==> src/rtl/mac_rx_pkg.sv <==
// Shared constants and state encoding for the MAC RX frame-read sequencer.
package mac_rx_pkg;

  localparam int unsigned FRAME_BYTES_DEF = 12;
  localparam logic [15:0] MATCH_TAG_DEF   = 16'h55D5;
  localparam int unsigned FRM_W           = FRAME_BYTES_DEF * 8;
  localparam int unsigned ST_W            = 3;

  typedef enum logic [ST_W-1:0] {
    ST_IDLE  = 3'd0,
    ST_ARM   = 3'd1,
    ST_REL   = 3'd2,
    ST_CHECK = 3'd3,
    ST_OUT   = 3'd4,
    ST_TMO   = 3'd5
  } state_e;

endpackage

==> src/rtl/mac_rx_wdog.sv <==
// Read watchdog: counts cycles while run is high; expired flags the TIMEOUT-th cycle.
module mac_rx_wdog #(
  parameter int unsigned TIMEOUT = 1023
) (
  input  logic clk,
  input  logic rst,
  input  logic clr,
  input  logic run,
  output logic expired
);

  localparam int unsigned CW = (TIMEOUT > 1) ? $clog2(TIMEOUT) : 1;

  logic [CW-1:0] r_cnt;

  assign expired = run && (r_cnt == CW'(TIMEOUT - 1));

  always_ff @(posedge clk or posedge rst) begin
    if (rst) begin
      r_cnt <= '0;
    end else if (clr) begin
      r_cnt <= '0;
    end else if (run && !expired) begin
      r_cnt <= r_cnt + CW'(1);
    end
  end

endmodule

==> src/rtl/mac_rx_ctrl.sv <==
// MAC RX frame-read sequencer: starts reads, qualifies captured frames, hands good ones downstream.
// Optional read timeout enabled by defining RX_CTRL_TIMEOUT_EN.
module mac_rx_ctrl
  import mac_rx_pkg::*;
#(
  parameter int unsigned FRAME_BYTES = FRAME_BYTES_DEF,
  parameter logic [15:0] MATCH_TAG   = MATCH_TAG_DEF
`ifdef RX_CTRL_TIMEOUT_EN
  ,
  parameter int unsigned TIMEOUT     = 1023
`endif
) (
  input  logic                       clk,
  input  logic                       rst,
  input  logic                       en,
  input  logic [11:0]                fifo_cnt,
  input  logic                       err,
  output logic                       fs,
  input  logic                       fd,
  input  logic [0:FRAME_BYTES*8-1]   rd_res,
  output logic [0:FRAME_BYTES*8-1]   frm_data,
  output logic                       frm_valid,
  input  logic                       frm_ready,
  output logic [15:0]                drop_cnt,
  output logic [7:0]                 tmo_cnt,
  output logic [2:0]                 state_rc
);

  state_e                     r_state;
  state_e                     w_nxt;
  logic                       r_bad;
  logic                       r_fs;
  logic                       r_valid;
  logic [0:FRAME_BYTES*8-1]   r_frm;
  logic [15:0]                r_drop;
  logic                       w_start;
  logic                       w_drop;

  assign w_start = en && (32'(fifo_cnt) >= FRAME_BYTES);
  assign w_drop  = r_bad || (r_frm[0:15] != MATCH_TAG);

`ifdef RX_CTRL_TIMEOUT_EN
  logic       w_expired;
  logic       w_wd_run;
  logic [7:0] r_tmo;

  assign w_wd_run = (r_state == ST_ARM);

  mac_rx_wdog #(
    .TIMEOUT (TIMEOUT)
  ) u_wdog (
    .clk     (clk),
    .rst     (rst),
    .clr     (!w_wd_run),
    .run     (w_wd_run),
    .expired (w_expired)
  );

  // One count per read abandoned by the watchdog
  always_ff @(posedge clk or posedge rst) begin
    if (rst) begin
      r_tmo <= 8'd0;
    end else if ((r_state == ST_ARM) && (w_nxt == ST_TMO) && (r_tmo != 8'hFF)) begin
      r_tmo <= r_tmo + 8'd1;
    end
  end

  assign tmo_cnt = r_tmo;
`else
  assign tmo_cnt = 8'd0;
`endif

  // Next-state logic; fd takes priority over a coincident watchdog expiry
  always_comb begin
    w_nxt = r_state;
    case (r_state)
      ST_IDLE:  if (w_start) w_nxt = ST_ARM;
      ST_ARM:   if (fd) w_nxt = ST_REL;
`ifdef RX_CTRL_TIMEOUT_EN
                else if (w_expired) w_nxt = ST_TMO;
`endif
      ST_REL:   if (!fd) w_nxt = ST_CHECK;
      ST_CHECK: w_nxt = w_drop ? ST_IDLE : ST_OUT;
      ST_OUT:   if (frm_ready) w_nxt = ST_IDLE;
`ifdef RX_CTRL_TIMEOUT_EN
      ST_TMO:   if (!fd) w_nxt = ST_IDLE;
`endif
      default:  w_nxt = ST_IDLE;
    endcase
  end

  always_ff @(posedge clk or posedge rst) begin
    if (rst) begin
      r_state <= ST_IDLE;
      r_fs    <= 1'b0;
      r_valid <= 1'b0;
      r_bad   <= 1'b0;
      r_frm   <= '0;
      r_drop  <= 16'd0;
    end else begin
      r_state <= w_nxt;
      r_fs    <= (w_nxt == ST_ARM);
      r_valid <= (w_nxt == ST_OUT);
      // ARM is only entered from IDLE, so clearing in IDLE clears on ARM entry
      if (r_state == ST_IDLE) begin
        r_bad <= 1'b0;
      end else if ((r_state == ST_ARM) || (r_state == ST_REL)) begin
        r_bad <= r_bad | err;
      end
      if ((r_state == ST_ARM) && fd) begin
        r_frm <= rd_res;
      end
      if ((r_state == ST_CHECK) && w_drop && (r_drop != 16'hFFFF)) begin
        r_drop <= r_drop + 16'd1;
      end
    end
  end

  assign fs        = r_fs;
  assign frm_valid = r_valid;
  assign frm_data  = r_frm;
  assign drop_cnt  = r_drop;
  assign state_rc  = r_state;

endmodule

==> config.mk <==
export PLATFORM = sky130hd
export DESIGN_NAME = mac_rx_ctrl
export DESIGN_NICKNAME = d
export VERILOG_FILES = /design/src/rtl/mac_rx_pkg.sv /design/src/rtl/mac_rx_wdog.sv /design/src/rtl/mac_rx_ctrl.sv
export SDC_FILE = /design/constraint.sdc
export NUM_CORES = 1
export LEC_CHECK = 0
export BUFFER_PORTS_ARGS = -buffer_cell sky130_fd_sc_hd__buf_2
export CAP_MARGIN = 15
export CORE_ASPECT_RATIO = 0.8
export CORE_UTILIZATION = 49
export DETAILED_ROUTE_END_ITERATION = 7
export PLACE_DENSITY_LB_ADDON = 0.2
export SLEW_MARGIN = 20
export SYNTH_ARGS = -nofsm -noshare
export SYNTH_HDL_FRONTEND = slang
export SYNTH_SLANG_ARGS = --single-unit
==> constraint.sdc <==
create_clock -name clk -period 6.1 [get_ports clk]
set_input_delay 0.305 -clock clk [delete_from_list [all_inputs] [get_ports clk]]
set_output_delay 0.305 -clock clk [all_outputs]
set_load 0.03 [all_outputs]
# Word-level counts from Yosys, hierarchy flattened
# Cells that the tools add are included.
op_classes:
  addsub: 1
  mul: 0
  div: 0
  order_cmp: 1
  eq_ne: 8
  shifts: 0
  muxes: 8
  n_bitwise: 1
  reduce_logical: 8
ops:
  columns: ["op", "count"]
  rows:
  - ["$add 16x1->16 const B", 1]
  - ["$ne 16x15->1 const B", 1]
  - ["$ne 16x16->1 const B", 1]
  - ["$mux 3", 5]
  - ["$pmux 3 s5", 1]
  - ["$ge 12x4->1 const B", 1]
  - ["$eq 3x1->1 const B", 2]
  - ["$eq 3x2->1 const B", 2]
  - ["$eq 3x3->1 const B", 2]
  - ["$logic_and 1x1->1", 4]
  - ["$logic_not 3->1", 1]
  - ["$logic_or 1x1->1", 2]
  - ["$mux 1", 2]
  - ["$reduce_bool 2->1", 1]
  - ["$or 1x1->1", 1]
word_totals:
  regBits: 118
  latchBits: 0
  mem_bits_rw: 0
  mem_bits_ro: 0
  output_inout_bits: 125
  elab_cells: 33
  n_memories: 0

# Depth between registers and ports, before layout
logic_depth:
  word_depth: 5
  mapped_depth: 7
  ltp_nobuf: 5

# Worst setup path after synthesis
# No wires, ideal clock.
synth_path:
  path_type: "register -> register"
  from: "register r_state[2], in the netlist state_rc[2]"
  to: "register r_frm, in the netlist frm_data[56]"
  setup_ns: 0.125
  t_arrival_ns: 1.728
  required_time_ns: 5.975
  path_slack_ns: 4.247
  path_stages_with_launch: 7
  n_path_buf: 4
  period_less_slack_ns: 1.853
  path_cell_list: "dfrtp_1 clkbuf_2 nor4bb_1 buf_2 buf_4 buf_4 mux2_2"
synth_between:
  elab_chain_cells: 2
synth_lines:
  columns: ["item", "line", "text"]
  rows:
  - ["start, declared", "mac_rx_ctrl.sv:29", "state_e r_state;"]
  - ["start signal, assigned", "mac_rx_ctrl.sv:101", "r_state <= w_nxt;"]
  - ["$eq 3x1->1", "mac_rx_ctrl.sv:110", "if ((r_state == ST_ARM) && fd) begin"]
  - ["$logic_and 1x1->1", "mac_rx_ctrl.sv:110", null]
  - ["end signal, assigned", "mac_rx_ctrl.sv:111", "r_frm <= rd_res;"]
  - ["end, declared", "mac_rx_ctrl.sv:34", "logic [0:FRAME_BYTES*8-1] r_frm;"]
# Every way passes these cells.
# A chain may end at the register's enable or synchronous reset.

# Worst setup path in the final report
layout_path:
  from: "register r_drop[0], in the netlist drop_cnt[0]"
  to: "register r_drop[1], in the netlist drop_cnt[1]"
layout_between:
  elab_chain_cells: 2
layout_lines:
  columns: ["item", "line", "text"]
  rows:
  - ["start, declared", "mac_rx_ctrl.sv:35", "logic [15:0] r_drop;"]
  - ["start signal, assigned", "mac_rx_ctrl.sv:114", "r_drop <= r_drop + 16'd1;"]
  - ["parallel branches: the longest is 2 deep, another holds $add 16x1->16", null, null]
# Several ways; the timed one is not identified.

==> impl_metrics.env <==
export IMPL_regArea_um2=2953
export IMPL_cts_path_max_buffers=2
export IMPL_ys_seq_area_frac=0.6168
export IMPL_path_cells="ha_1, nand4_1, o31ai_2, nor2_1, mux2_1"
export IMPL_finalCritPeriodShare=0.3871
export IMPL_die_width_um=112.5
export IMPL_port_buffers=228
export IMPL_grt_max_degree=63
export IMPL_dp_slack_ns=3.748
export IMPL_p_int_mw=2.430
export IMPL_worst_setup_path_end_kind="flip-flop"
export IMPL_cts_resized=0
export IMPL_nNetsFinal=671
export IMPL_fp_dieH_um=90.41
export IMPL_synth_seq_cells=118
export IMPL_critPathTopFamily="compound AO/OA/AOI/OAI gates"
export IMPL_cp_num_cells=5
export IMPL_hold_worst_slack_ns=0.04225
export IMPL_power_frac_comb=0.427
export IMPL_reg2reg_depth=5
export IMPL_clk_latency_ns=0.40
export IMPL_period_needed_ns=2.362
export IMPL_drcViolationCount=0
export IMPL_ant_nets=0
export IMPL_critPathMaxStageDelay_ns=0.76
export IMPL_startpoint_type="flip-flop"
export IMPL_nFillCells=675
export IMPL_drt_iter0_drc=121
export IMPL_r2r_end="drop_cnt[1]"
export IMPL_hold_buffers=0
export IMPL_yosysUniqueCellTypes=35
export IMPL_grt_pass1_vias=3681
export IMPL_cp_buffers_inverters=0
export IMPL_cts_sinks=118
export IMPL_dpl_hpwl_mm=8.020
export IMPL_drt_wirelength_per_cell_um=16.32
export IMPL_power_share_switching=0.4046
export IMPL_clock_fmax_mhz=423.4
export IMPL_r2r_start="drop_cnt[0]"
export IMPL_p_switching_mw=1.651
export IMPL_worstMarginPinSlew_ns=0.8584
export IMPL_cts_tree="done"
export IMPL_num_antenna_cells=0
export IMPL_yosys_top_cells_area="dfrtp_1, mux2_2, xor2_1"
export IMPL_vias=3467
export IMPL_tns_ns=0
export IMPL_run_status="finished, final reports clean"
export IMPL_syn_to_final_growth_pct=37.43
export IMPL_h_tree_depth=4
export IMPL_clock_power_share=0.242
export IMPL_grt_usage=0.2368
export IMPL_drv_slew=0
export IMPL_syn_inst=322
export IMPL_io_pins=239
export IMPL_power_frac_seq=0.331
export IMPL_fin_ws_ns=3.738
export IMPL_clk_pin_slew_worst_paths_ns=0.05
export IMPL_yosysTopAreaCell="dfrtp_1"
export IMPL_ir_worst_vdd_uv=373.8
export IMPL_syn_area_um2=4787
export IMPL_grt_overflow=0
export IMPL_avgSynthCellArea_um2=14.87
export IMPL_worstSetupPathType="flip-flop to flip-flop"
export IMPL_row_count=31
export IMPL_powerDensity_nw_per_um2=620.5
export IMPL_crit_path_top_delay_cell="o31ai_2"
export IMPL_arrival_ns=2.64
export IMPL_rsz0062_at_grt="false"
export IMPL_clock_skew_ns=0.007402
export IMPL_synth_warnings=0
export IMPL_max_slew_margin=0.4243
export IMPL_cts_buffers=17
export IMPL_coreArea_um2=9270
export IMPL_antenna_found_initial=0
export IMPL_grt_pass1_wl_mm=18.35
export IMPL_setup_viol=0
export IMPL_multi_input_area_um2=1708
export IMPL_start_util=0.5164
export IMPL_cap_violations=0
export IMPL_cts_root_buf="clkbuf_16"
export IMPL_leakage_nw=3.301
export IMPL_layout_drive_gt1_share=0.6380
export IMPL_final_hold_viol_count=0
export IMPL_reg2reg_slack_ns=3.74
export IMPL_critPathMaxFanout=11
export IMPL_synth_top_area_share=0.6168
export IMPL_die_area_um2=10170
export IMPL_hold_class="input pin to asynchronous set/reset pin"
export IMPL_routed_wl_mm=11.16
export IMPL_routed_via_density=5.069
export IMPL_gp_congestion=0.7940
export IMPL_cts_setup_buffers=0
export IMPL_worstPathRequired_ns=6.38
export IMPL_drt_pass1_iterations=4
power groups by stage:
stage / combinational (mW) / clock (mW) / sequential [mW]
after CTS: 1.76 / 1.01 / 1.36
after detailed placement: 1.76 / 0 / 1.36
after global routing: 1.84 / 1.05 / 1.41
final: 1.74 / 0.989 / 1.35
after floorplan: 0.540 / 0 / 2.05
after global placement: 1.72 / 0 / 1.34
how the worst max path moves through the flow:
stage,from,end,slack (ns)
floorplan,rst,drop_cnt[0],2.67
global placement,drop_cnt[0],drop_cnt[1],3.86
detailed placement,frm_data[4],drop_cnt[1],3.75
CTS,frm_data[4],drop_cnt[1],3.73
global route,frm_data[4],drop_cnt[1],3.60
finish,drop_cnt[0],drop_cnt[1],3.74
metal layers:
metal,wire length [um],vias up,GRT usage
met5,0,-,0
met4,150,0,0.08222
met3,858,14,0.08389
met2,5638,156,0.4073
met1,4513,1680,0.2746
li1,-,1617,-
kinds of logic (layout without fill, tap and decap cells):
kind of cell / after synthesis / after routing / share of synthesized area
mux: 97 / 97 / 0.2282
compound gates: 7 / 7 / 0.01176
flops: 118 / 118 / 0.6168
fa+ha+maj: 1 / 1 / 0.002613
buf+inv: 27 / 267 / 0.03502
simple gates: 55 / 55 / 0.07554
xor+xnor: 16 / 16 / 0.02927
other cells: 1 / 8 / 0.0007834
cell usage after synthesis, drive strengths merged:
cell      n
buf      22
nand3     7
nor3      7
nand4     7
inv       4
xnor2     2
nand2b    1
xor2     14
a21oi     2
nor3b     1
nand2     6
a32o      2
and3      1
and4      2
a31oi     1
o31ai     2
clkbuf    1
conb      1
nand3b    3
dfrtp   118
and2      1
ha        1
nor4b     1
mux2     97
nor4     10
nor4bb    3
nor2      4
or2       1
worst register-to-register path, cell delays in order (launching register included):
cell     delay [ns]
dfrtp_1        0.45
ha_1           0.29
nand4_1        0.18
o31ai_2        0.77
nor2_1         0.20
mux2_1         0.36
per-stage QoR:
step           power (mW)  instance area [um2]    util  instances
2_1_floorplan       2.587                 4813       -        329
3_3_place_gp        3.061                 5986  0.6457        652
3_5_place_dp        3.115                 5986  0.6457        652
4_1_cts             4.128                 6579  0.7097        684
5_1_grt             4.292                 6579  0.7097        684
6_report            4.082                 6579  0.7097        684
cell type report:
cell class,instances,share of cell area
clock buffers,23,0.07113
well taps,115,0.02187
multi-input cells,184,0.2596
flip-flops and latches,118,0.4488
inverters,4,0.002663
clock inverters,9,0.01902
repair buffers,231,0.1769
placed cells by master (no fill, tap or decap), types with 3 or more instances in the layout:
master | synthesis | routed
buf_4 | 15 | 3
inv_1 | 4 | 3
mux2_2 | 96 | 96
clkbuf_16 | 0 | 17
nor4_1 | 9 | 9
clkbuf_1 | 0 | 4
conb_1 | 1 | 8
dfrtp_1 | 118 | 118
bufinv_16 | 0 | 3
xor2_1 | 14 | 14
clkinv_2 | 0 | 4
buf_2 | 7 | 228
nand3_1 | 7 | 7
nor2_1 | 4 | 4
nor3_1 | 6 | 6
nand4_1 | 6 | 6
nand3b_1 | 3 | 3
nand2_1 | 6 | 6
registers in the layout, indices dropped and copies added, names as in the netlist:
| name | flops |
|---|---|
| frm_data | 96 |
| fs | 1 |
| drop_cnt | 16 |
| frm_valid | 1 |
| r_bad | 1 |
| state_rc | 3 |
Note: power is estimated with default switching activity, not from simulation.
